==> src/rtl/run_ctrl_pkg.sv <==
// Shared encodings for the run-control unit: run modes and FSM states.
package run_ctrl_pkg;

    localparam logic [1:0] MODE_FREE   = 2'd0;
    localparam logic [1:0] MODE_RUN_BP = 2'd1;
    localparam logic [1:0] MODE_STEP   = 2'd2;

    typedef enum logic [2:0] {
        StIdle,
        StRun,
        StStepWait,
        StStepGo,
        StHalt
    } state_e;

    // Mode 3 is reserved and behaves like free-run.
    function automatic state_e launch_state(input logic [1:0] mode);
        return (mode == MODE_STEP) ? StStepWait : StRun;
    endfunction

endpackage

==> src/rtl/run_ctrl_pb_edge_sync.sv <==
// Step pushbutton synchronizer: two metastability flops plus one history flop
// for rising-edge detection.
module pb_edge_sync (
    input  logic Clk,
    input  logic reset,
    input  logic pb,
    output logic rise
);

    logic [2:0] sync_q;

    always_ff @(posedge Clk or negedge reset) begin
        if (!reset) begin
            sync_q <= '0;
        end else begin
            sync_q <= {sync_q[1:0], pb};
        end
    end

    assign rise = sync_q[1] & ~sync_q[2];

endmodule

==> src/rtl/run_ctrl.sv <==
// Run-control unit: gates the core clock enable and halts on breakpoint,
// cycle budget or manual stop; supports free-run, run-to-breakpoint and single-step.
module run_ctrl
    import run_ctrl_pkg::*;
#(
    parameter int unsigned PC_WIDTH  = 32,
    parameter int unsigned NUM_BP    = 4,
    parameter int unsigned CNT_WIDTH = 16,
    localparam int unsigned IDX_W    = (NUM_BP > 1) ? $clog2(NUM_BP) : 1
) (
    input  logic                       Clk,
    input  logic                       reset,
    input  logic [1:0]                 mode,
    input  logic                       start,
    input  logic                       stop,
    input  logic                       pb,
    input  logic [PC_WIDTH-1:0]        pc,
    input  logic [NUM_BP*PC_WIDTH-1:0] bp_addr,
    input  logic [NUM_BP-1:0]          bp_en,
    input  logic [CNT_WIDTH-1:0]       cycle_limit,
    output logic                       cpu_en,
    output logic                       halted,
    output logic                       bp_hit,
    output logic [IDX_W-1:0]           hit_idx,
    output logic                       timeout,
    output logic [CNT_WIDTH-1:0]       cycle_count
);

    state_e           state_q;
    logic [1:0]       mode_q;
    logic             skip_q;
    logic             pb_rise;
    logic [NUM_BP-1:0] match;
    logic [IDX_W-1:0] match_idx;
    logic             bp_stop;
    logic             budget_hit;
    logic             start_ok;

    pb_edge_sync u_pb_sync (
        .Clk   (Clk),
        .reset (reset),
        .pb    (pb),
        .rise  (pb_rise)
    );

    for (genvar gi = 0; gi < NUM_BP; gi++) begin : g_bp_cmp
        assign match[gi] = bp_en[gi] && (pc == bp_addr[gi*PC_WIDTH +: PC_WIDTH]);
    end

    // Scan downwards so the lowest matching index wins.
    always_comb begin
        match_idx = '0;
        for (int i = int'(NUM_BP) - 1; i >= 0; i--) begin
            if (match[i]) begin
                match_idx = IDX_W'(i);
            end
        end
    end

    assign bp_stop    = (mode_q == MODE_RUN_BP) && !skip_q && (|match);
    assign budget_hit = (cycle_limit != '0) && (cycle_count == cycle_limit);
    assign start_ok   = start && !stop;

    always_comb begin
        cpu_en = 1'b0;
        unique case (state_q)
            StRun:    cpu_en = !(bp_stop || budget_hit || stop);
            StStepGo: cpu_en = !(budget_hit || stop);
            default:  cpu_en = 1'b0;
        endcase
    end

    always_ff @(posedge Clk or negedge reset) begin
        if (!reset) begin
            state_q     <= StIdle;
            mode_q      <= MODE_FREE;
            skip_q      <= 1'b0;
            halted      <= 1'b0;
            bp_hit      <= 1'b0;
            hit_idx     <= '0;
            timeout     <= 1'b0;
            cycle_count <= '0;
        end else begin
            if (cpu_en && (cycle_count != '1)) begin
                cycle_count <= cycle_count + 1'b1;
            end
            unique case (state_q)
                StIdle: begin
                    skip_q <= 1'b0;
                    if (start_ok) begin
                        mode_q      <= mode;
                        cycle_count <= '0;
                        bp_hit      <= 1'b0;
                        timeout     <= 1'b0;
                        hit_idx     <= '0;
                        state_q     <= launch_state(mode);
                    end
                end
                StRun: begin
                    skip_q <= 1'b0;
                    if (bp_stop || budget_hit || stop) begin
                        state_q <= StHalt;
                        halted  <= 1'b1;
                        bp_hit  <= bp_stop;
                        timeout <= budget_hit;
                        if (bp_stop) begin
                            hit_idx <= match_idx;
                        end
                    end
                end
                StStepWait: begin
                    if (stop || budget_hit) begin
                        state_q <= StHalt;
                        halted  <= 1'b1;
                        timeout <= budget_hit;
                    end else if (pb_rise) begin
                        state_q <= StStepGo;
                    end
                end
                StStepGo: begin
                    if (stop || budget_hit) begin
                        state_q <= StHalt;
                        halted  <= 1'b1;
                        timeout <= budget_hit;
                    end else begin
                        state_q <= StStepWait;
                    end
                end
                StHalt: begin
                    if (start_ok) begin
                        mode_q      <= mode;
                        cycle_count <= '0;
                        bp_hit      <= 1'b0;
                        timeout     <= 1'b0;
                        hit_idx     <= '0;
                        halted      <= 1'b0;
                        // Let the core step off the breakpoint it stopped on.
                        skip_q      <= 1'b1;
                        state_q     <= launch_state(mode);
                    end
                end
                default: state_q <= StIdle;
            endcase
        end
    end

endmodule

==> config.mk <==
export PLATFORM = sky130hd
export DESIGN_NAME = run_ctrl
export DESIGN_NICKNAME = d
export VERILOG_FILES = /design/src/rtl/run_ctrl_pkg.sv /design/src/rtl/run_ctrl_pb_edge_sync.sv /design/src/rtl/run_ctrl.sv
export SDC_FILE = /design/constraint.sdc
export NUM_CORES = 1
export LEC_CHECK = 0
export CORE_MARGIN = 4
export CORE_UTILIZATION = 42
export CTS_BUF_LIST = sky130_fd_sc_hd__clkbuf_4 sky130_fd_sc_hd__clkbuf_8 sky130_fd_sc_hd__clkbuf_16
export DETAILED_ROUTE_END_ITERATION = 10
export MAX_ROUTING_LAYER = met4
export PLACE_DENSITY = 0.95
export SYNTH_ARGS = -nofsm -noshare
export SYNTH_HDL_FRONTEND = slang
export SYNTH_HIERARCHICAL = 1
export SYNTH_SLANG_ARGS = --single-unit
==> constraint.sdc <==
create_clock -name Clk -period 6.4 [get_ports Clk]
set_input_delay 1.6 -clock Clk [delete_from_list [all_inputs] [get_ports Clk]]
set_output_delay 1.6 -clock Clk [all_outputs]
set_load 0.03 [all_outputs]
==> results of run 1 <==
power by group:
| part | total [mW] | internal (mW) | switching (mW) | leakage (nW) |
|---|---|---|---|---|
| combinational | 0.385 | 0.193 | 0.192 | 1.67 |
| clock | 0.163 | 0.0909 | 0.0723 | 0.0517 |
| sequential | 0.231 | 0.208 | 0.0230 | 0.401 |
| total | 0.780 | 0.492 | 0.288 | 2.12 |
through the flow:
step                 util  setup WS (ns)  instance area (µm²)  total power [mW]  std cells
floorplan               -           1.39                 3600             0.394        438
global placement    0.698          0.391                 5800             0.609        742
detailed placement  0.698          0.366                 5800             0.613        742
CTS                 0.710          0.362                 5890             0.776        750
global route        0.710          0.218                 5900             0.817        752
finish              0.710          0.348                 5900             0.780        752
final cells by class:
class	count	area [µm²]
Antenna cell	2	5.00
Multi-Input combinational cell	387	2770
Timing Repair Buffer	212	2110
Inverter	8	30.0
Sequential cell	30	751
Tap cell	105	131
Clock buffer	7	90.1
Fill cell	627	2400
Clock inverter	1	5.00
worst max-delay path by stage:
stage / start / to / slack, ns
finish: pc[18] / cpu_en / 0.35
global route: pc[8] / cpu_en / 0.22
CTS: pc[8] / cpu_en / 0.36
detailed placement: pc[8] / cpu_en / 0.37
global placement: pc[8] / cpu_en / 0.39
floorplan: pc[18] / cpu_en / 1.39
routing by layer:
metal  vias up  routed length, µm
met5         -                  0
met4         0                405
met3        25               1310
met2       290               8610
met1      2088               6500
li1       2034                  -
logic make-up (layout without fill, tap and decap cells):
group	Yosys count	after routing
compound gates	48	48
xor+xnor	144	144
fa+ha+maj	1	1
buf+inv	21	228
flops	30	30
mux	5	5
other cells	0	2
simple gates	189	189
Yosys cell counts, types with 3 or more instances:
master    instances
dfrtp_1          30
nor3_1            8
nand2_1          35
and3_1            4
and2_1            3
nand3_1          16
clkbuf_1         10
o211ai_1          3
nand4b_1          6
nor2_1           11
mux2i_1           5
or4_1            17
nand2b_1          4
nor4b_1           4
or3_1             5
xnor2_1          52
o31ai_1          10
nand4_1          22
xor2_1           92
inv_1             8
nor4_1           41
a21oi_1          10
o21ai_0          10
registers in the layout (all words and copies together), names as in the netlist:
| signal | count |
|---|---|
| state_q | 3 |
| halted | 1 |
| timeout | 1 |
| u_pb_sync/sync_q | 3 |
| cycle_count | 16 |
| hit_idx | 2 |
| skip_q | 1 |
| mode_q | 2 |
| bp_hit | 1 |
==> impl_summary.md, run 1 <==
Final layout
Of the cells placed in the final design, the portion with a size suffix greater than 1 is 0.0279. The final net count is 832. The synthesis-to-finish area growth is 63.7%. Leaving out fill and tap cells, the most frequent cells in the layout are 208 x clkdlybuf4s50_1, 92 x xor2_1, 52 x xnor2_1, 41 x nor4_1, 35 x nand2_1. The leading cell type in the layout, fill and taps excluded is clkdlybuf4s50_1.

STA
The number of max-slew violations in the final report was 0. The final hold violation count is 0. Setup violations remaining at the end of the flow were counted as 0. Static timing analysis puts the maximum clock frequency at 165 MHz. In the finished design, the share of the clock period the worst path needs comes to 0.946. In the final timing run, aggregate negative setup slack is 0 ns.

On the final layout, the worst hold slack is 0.348 ns. In this run the tightest slew margin relative to its limit is 0.588. The actual transition at the worst max-transition pin is 0.618 ns. For the final database, setup skew stands at 0.00769 ns. The clock period could shrink to 6.05 ns. Setup repair after global routing left no endpoint under its margin.

Drt
In this run the remaining antenna-violating nets after routing total 0. Before antenna repair, the detailed router went through 4 iterations. Dividing the detail-routed wire length by the instance count gives 22.4 µm. In the routed layout, each cell is associated on average with a via count of 5.90. The number of design rule violations left after detail routing is 0. The detailed router's first-iteration violation count is 269. The final layout contains routed wiring with a total length of 16,800 µm.

Summing over every cut layer, the via total after detailed routing is 4,437.

Logic synthesis
The number of nets handed over by synthesis was 626. The synthesized design spends more area on one cell type than any other, namely xor2_1. Dividing the synthesized area by the synthesized cell count gives 8.22 µm².

The cell area after synthesis is 3600 µm². Of the synthesized area, sequential elements account for 0.208. The share of cell area taken by muxes after synthesis is 0.0139. For this run, asynchronously set or reset flops after synthesis account for 1.00. Synthesis handed over a netlist of 438 instances.

The number of warnings reported in the yosys synthesis log is 6. The arithmetic-cell share of the synthesized area counting full adders, half adders and majority gates is 0.00347. The most common flop cell mapped by yosys is dfrtp_1. Of the total synthesized cell area, the portion taken by AND, OR, NAND and NOR gates is 0.309.

After synthesis, the largest family of logic cells by area is XOR/XNOR gates. The fraction of the mapped netlist area in compound gates is 0.0907. The number of flops mapped to enable cells by yosys is 0. The number of unique standard cell types used by synthesis is 47. After synthesis the netlist holds a flip-flop and latch count of 30. The share of the synthesized area in the top cell type is 0.224. Sorting the synthesized cells by area gives the leading types as xor2_1 22%, dfrtp_1 21%, xnor2_1 13%, nor4_1 7.1%, nand4_1 3.8%. The xor-xnor portion of the synthesized cell area is 0.350.

Worst setup path
The end of the worst register-to-register path is cycle_count[4]. The startpoint identified for the worst register-to-register timing path is cycle_count[2]. STA puts the critical path data required time at 4.80 ns.

The cell repeated most along the worst path is clkdlybuf4s50_1. By startpoint and endpoint, the worst setup path is classified as in -> out. The critical path depth in cells is 8. The kind of cell adding the most delay to the critical path is simple AND/OR/NAND/NOR gates.

The worst setup path is launched from an input pin. Of all nets on the critical path, the largest fanout is 5. In this run the register-to-register setup slack is 3.71 ns.

The largest single stage delay on the critical path is 0.61 ns. The critical path goes through clkdlybuf4s50_1, xor2_1, nor4_1, nand2_1, or4_1, a41oi_2, nor2_1, clkdlybuf4s50_1. Counting both buffers and inverters, the worst setup path holds a total of 2.

The arrival time of data at the critical path endpoint is 4.45 ns. The worst register-to-register path has a depth of 8. On the critical path, the stage with the largest delay is an instance of clkdlybuf4s50_1. The kind of capture point of the worst setup path is an output pin.

GRT
The via count of the first global-routing pass came to 4,623. The initial antenna violation count is 2. The highest-utilization routing layer at the global route stage is met2. The maximum number of pins on one net before global-route repair is 31.

The total overflow reported by the global router is 0. The first global-routing pass estimated 24,800 µm of wire. The met1 usage is 0.392. The met2 usage in global routing is 0.578. The global-route usage over all layers is 0.330. For met3 alone, demand over resource in global routing was 0.0457.

Die
The total area inside the core boundary comes to 8300 µm². The floorplan row count is 33. The die covers 10,100 µm².

The die is 101 µm tall. From left edge to right edge, the die measures 101 µm. The number of top-level pins is 209. The effective utilization at floorplan is 0.434.

Clocking
Once the clock tree was built, the resizer swapped 0 gates to a different size. The longest clock path from root to sink contains 2 buffers. For the worst-skew pair, the clock arrives at the later sink with an insertion delay of 0.29 ns. Clock-pin slew was measured on the worst setup and hold paths at 0.06 ns. The post-CTS setup-driven buffer insertion count is 0. After clock tree synthesis, the flow added hold-fix buffers numbering 0. The total number of clock tree sinks is 30. The H-tree was split into 2 levels. TritonCTS built the clock tree. Buffers inserted during clock tree synthesis total 5. In this run the clock root is driven by a clkbuf_8.

Min path
For hold timing, the worst endpoint is u_pb_sync/sync_q[1]. The critical hold path startpoint is u_pb_sync/sync_q[0]. The worst hold path was traced through 0 stages.

The class of the worst hold path is reg -> reg.

Power
VDD sags by at most 0.0968 mV. The leakage power figure is 2.12 nW. For this design the ratio of total power to cell area is 132 nW/µm².

Placed design
The quantity of I/O buffers inserted on ports is 208. The weighted congestion at the end of routability-driven global placement is 1.02. After legalization and detailed placement, the total HPWL measured 15,000 µm.

Job
Max-cap violations in this run came to 0.

Run status
The flow ran to the end, and the final reports show no timing, DRC or antenna violations.
No activity file was read; power rests on OpenSTA's default activity.
==> run 2: changes to the inputs <==
CORE_MARGIN = default   (was 4)
==> impl_summary.md, run 2 (synthesis gave the netlist of run 1 again) <==
Run status
Run status: completed (unchanged).

Final layout
The flip-flop count of the largest register after layout came to 16 (unchanged). The filler cell count in the final layout is 611 (was 627). The fraction of the core area covered by cells at the end of the flow is 0.719 (was 0.710). The synthesis-to-finish area growth is 64.8% (was 63.7%).

The final net count was 836 (was 832). The fraction of layout instances using a drive strength above 1 is 0.0324 (was 0.0279). Commonest cells after routing, fill and taps aside: 208 x clkdlybuf4s50_1, 92 x xor2_1, 52 x xnor2_1, 41 x nor4_1, 35 x nand2_1 (unchanged). Regs by FF count: cycle_count: 16 flops, state_q: 3 flops, u_pb_sync/sync_q: 3 flops (unchanged).

The area used by sequential logic in the layout is 751 µm² (unchanged). The register name with the most flops is cycle_count (unchanged). The antenna diode count is 0 (was 2). The leading cell type in the layout, fill and taps excluded is clkdlybuf4s50_1 (unchanged). The area taken by multi-input logic gates is 2770 µm² (unchanged). The filler-free cell count of the finished design is 753 (was 752).

Die
The chip width is 94.6 µm (was 101 µm). The die footprint is 8950 µm² (was 10,100 µm²). The floorplan core area is 8260 µm² (was 8300 µm²). The floorplan row count is 33 (unchanged). The number of top-level pins is 209 (unchanged).

The effective utilization at floorplan was 0.436 (was 0.434). The vertical extent of the die is 94.6 µm (was 101 µm).

Drt
The number of design rule violations left after detail routing is 0 (unchanged). The post-detailed-routing wire length is 16,100 µm (was 16,800 µm). The detailed router's first-iteration violation count is 239 (was 269). The number of vias after detailed routing is 4,468 (was 4,437). The average wire per cell in the routed design is 21.4 µm (was 22.4 µm). The post-route antenna net violation count came to 0 (unchanged).

The detailed-route vias per instance was 5.93 (was 5.90). The count of TritonRoute iterations in the first routing pass came to 6 (was 4).

Worst setup path
The slowest cell on the critical path was clkdlybuf4s50_1 (unchanged). The cell repeated most along the worst path is clkdlybuf4s50_1 (unchanged). The arrival time of data at the critical path endpoint is 4.55 ns (was 4.45 ns). The critical path required time came to 4.80 ns (about the same). The biggest fanout along the worst timing path was 5 (unchanged). The start-to-end type of the worst setup path is in -> out (unchanged). The kind of cell adding the most delay to the critical path is buffers and inverters (was simple AND/OR/NAND/NOR gates). The count of buffer and inverter cells on the critical path is 3 (was 2). The kind of capture point of the worst setup path is an output pin (unchanged). The kind of start point of the critical path is an input pin (unchanged). The stage delay of the slowest cell on the critical path is 0.64 ns (was 0.61 ns). List of cells traversed by the critical path: clkdlybuf4s50_1, xor2_1, nor4_1, buf_4, nand2_1, or4_1, a41oi_2, nor2_1, clkdlybuf4s50_1 (was clkdlybuf4s50_1, xor2_1, nor4_1, nand2_1, or4_1, a41oi_2, nor2_1, clkdlybuf4s50_1).

Power
The maximum resistive drop on vdd is 0.0883 mV (was 0.0968 mV). The fraction of power spent switching nets is 0.351 (was 0.369). The net switching power figure is 0.285 mW (was 0.288 mW). The combinational fraction of design power is 0.475 (was 0.494). The total power per unit cell area is 137 nW/µm² (was 132 nW/µm²).

The cell-internal power is 0.527 mW (was 0.492 mW). The proportion of power drawn by flip-flops and latches is 0.284 (was 0.296). The leakage power figure is 2.14 nW (was 2.12 nW). The clock network power share is 0.241 (was 0.209).

STA
The sum of negative setup slack came to 0 ns (unchanged). The final hold violation count is 0 (unchanged). RSZ-0062 raised after global routing: no (unchanged). The number of max-slew violations in the final report came to 0 (unchanged).

The actual transition at the worst max-transition pin is 0.627 ns (was 0.618 ns). The highest achievable clock rate is 163 MHz (was 165 MHz). The post-route fraction of the period consumed by the critical path was 0.961 (was 0.946). The minimum setup slack in the final design is 0.248 ns (was 0.348 ns).

The final clock skew is 0.00557 ns (was 0.00769 ns). The final number of setup-violating endpoints was 0 (unchanged). The final critical path time including I/O delays and setup came to 6.15 ns (was 6.05 ns). The hold slack is 0.352 ns (was 0.348 ns). The headroom to the max-slew limit was 0.582 (was 0.588).

GRT
The total overflow reported by the global router was 0 (unchanged). The global-route usage over all layers is 0.372 (was 0.330). The via count of the first global-routing pass is 4,565 (was 4,623). The global-route wire length before repair came to 24,100 µm (was 24,800 µm). The initial antenna violation count is 0 (was 2). The maximum number of pins on one net before global-route repair is 31 (unchanged).

Job
The number of max-capacitance violations reported was 0 (unchanged).

Min path
The class of the worst hold path is reg -> reg (unchanged).

Clocking
The post-CTS setup-driven buffer insertion count was 0 (unchanged). The maximum number of buffers from clock root to sink is 2 (unchanged). The post-cts resize count is 0 (unchanged). The number of levels in the clock H-tree is 2 (unchanged). The clock latency on the worst-skew pair is 0.29 ns (about the same).

The clock-pin slew reported for the worst setup and hold paths after clock tree synthesis is 0.06 ns (about the same). The number of hold buffers added after CTS is 0 (unchanged). The number of CTS-inserted buffers is 5 (unchanged). The clock tree from TritonCTS is yes (unchanged).

The total number of clock tree sinks was 30 (unchanged). The buffer cell driving the clock tree root is clkbuf_8 (unchanged).

Placed design
The estimated wirelength of the detail-placed design is 14,000 µm (was 15,000 µm). The number of placed instances, taps included is 746 (was 742). The quantity of I/O buffers inserted on ports was 208 (unchanged). The pre-CTS setup slack came to 0.301 ns (was 0.366 ns). The weighted congestion at the end of routability-driven global placement came to 0.989 (was 1.02).
-- run 2: changes by cell type in the layout (fill, tap and decap cells not counted), sizes merged --
cell,before,now
buf,4,8
clkbuf,7,6
diode,2,0
clkinv,1,0
bufinv,0,1
-- run 2: path summary, 6_finish.rpt --
path                                           from             endpoint  slack [ns]  cells past startpoint
min in group asynchronous                     reset               skip_q        1.75                      2
max in group asynchronous                     reset       cycle_count[7]        4.36                      2
worst max-delay path                         pc[18]               cpu_en        0.25                      9
worst min register to register  u_pb_sync/sync_q[0]  u_pb_sync/sync_q[1]        0.35                      0
worst min-delay path            u_pb_sync/sync_q[0]  u_pb_sync/sync_q[1]        0.35                      0
worst max register to register       cycle_count[3]      cycle_count[10]        3.64                      8
-- run 2: stage by stage --
stage	cell area, µm²	power, mW
detailed placement	5830	0.614
floorplan	3600	0.394
CTS	5940	0.809
global route	5940	0.849
finish	5940	0.812
global placement	5830	0.609
-- run 2: power groups by stage --
stage	clock [mW]	combinational [mW]	sequential [mW]
after CTS	0.197	0.382	0.230
final	0.196	0.385	0.230
after global routing	0.205	0.411	0.233
after global placement	0	0.375	0.233
after floorplan	0	0.150	0.244
after detailed placement	0	0.380	0.233
-- run 2: area by class of cell --
type                    instances  area share
well taps                     105      0.0221
clock buffers                   6      0.0139
multi-input cells             387       0.467
flip-flops and latches         30       0.126
clock inverters                 1     0.00506
inverters                       8     0.00506
repair buffers                216       0.361
-- run 2: worst reg2reg max path, delay by kind of cell, from the launching register on --
| family | cells | cell delay [ns] |
|---|---|---|
| xor+xnor | 1 | 0.21 |
| flops | 1 | 0.50 |
| buf+inv | 1 | 0.24 |
| simple gates | 3 | 1.06 |
| compound gates | 3 | 0.67 |
-- run 2: routing by layer --
| metal | GRT usage | up-vias | share of wire |
|---|---|---|---|
| met3 | 0.0362 | 45 | 0.067 |
| li1 | - | 2050 | - |
| met2 | 0.702 | 279 | 0.54 |
| met1 | 0.407 | 2094 | 0.36 |
| met4 | 0.115 | 0 | 0.034 |
| met5 | - | - | 0 |
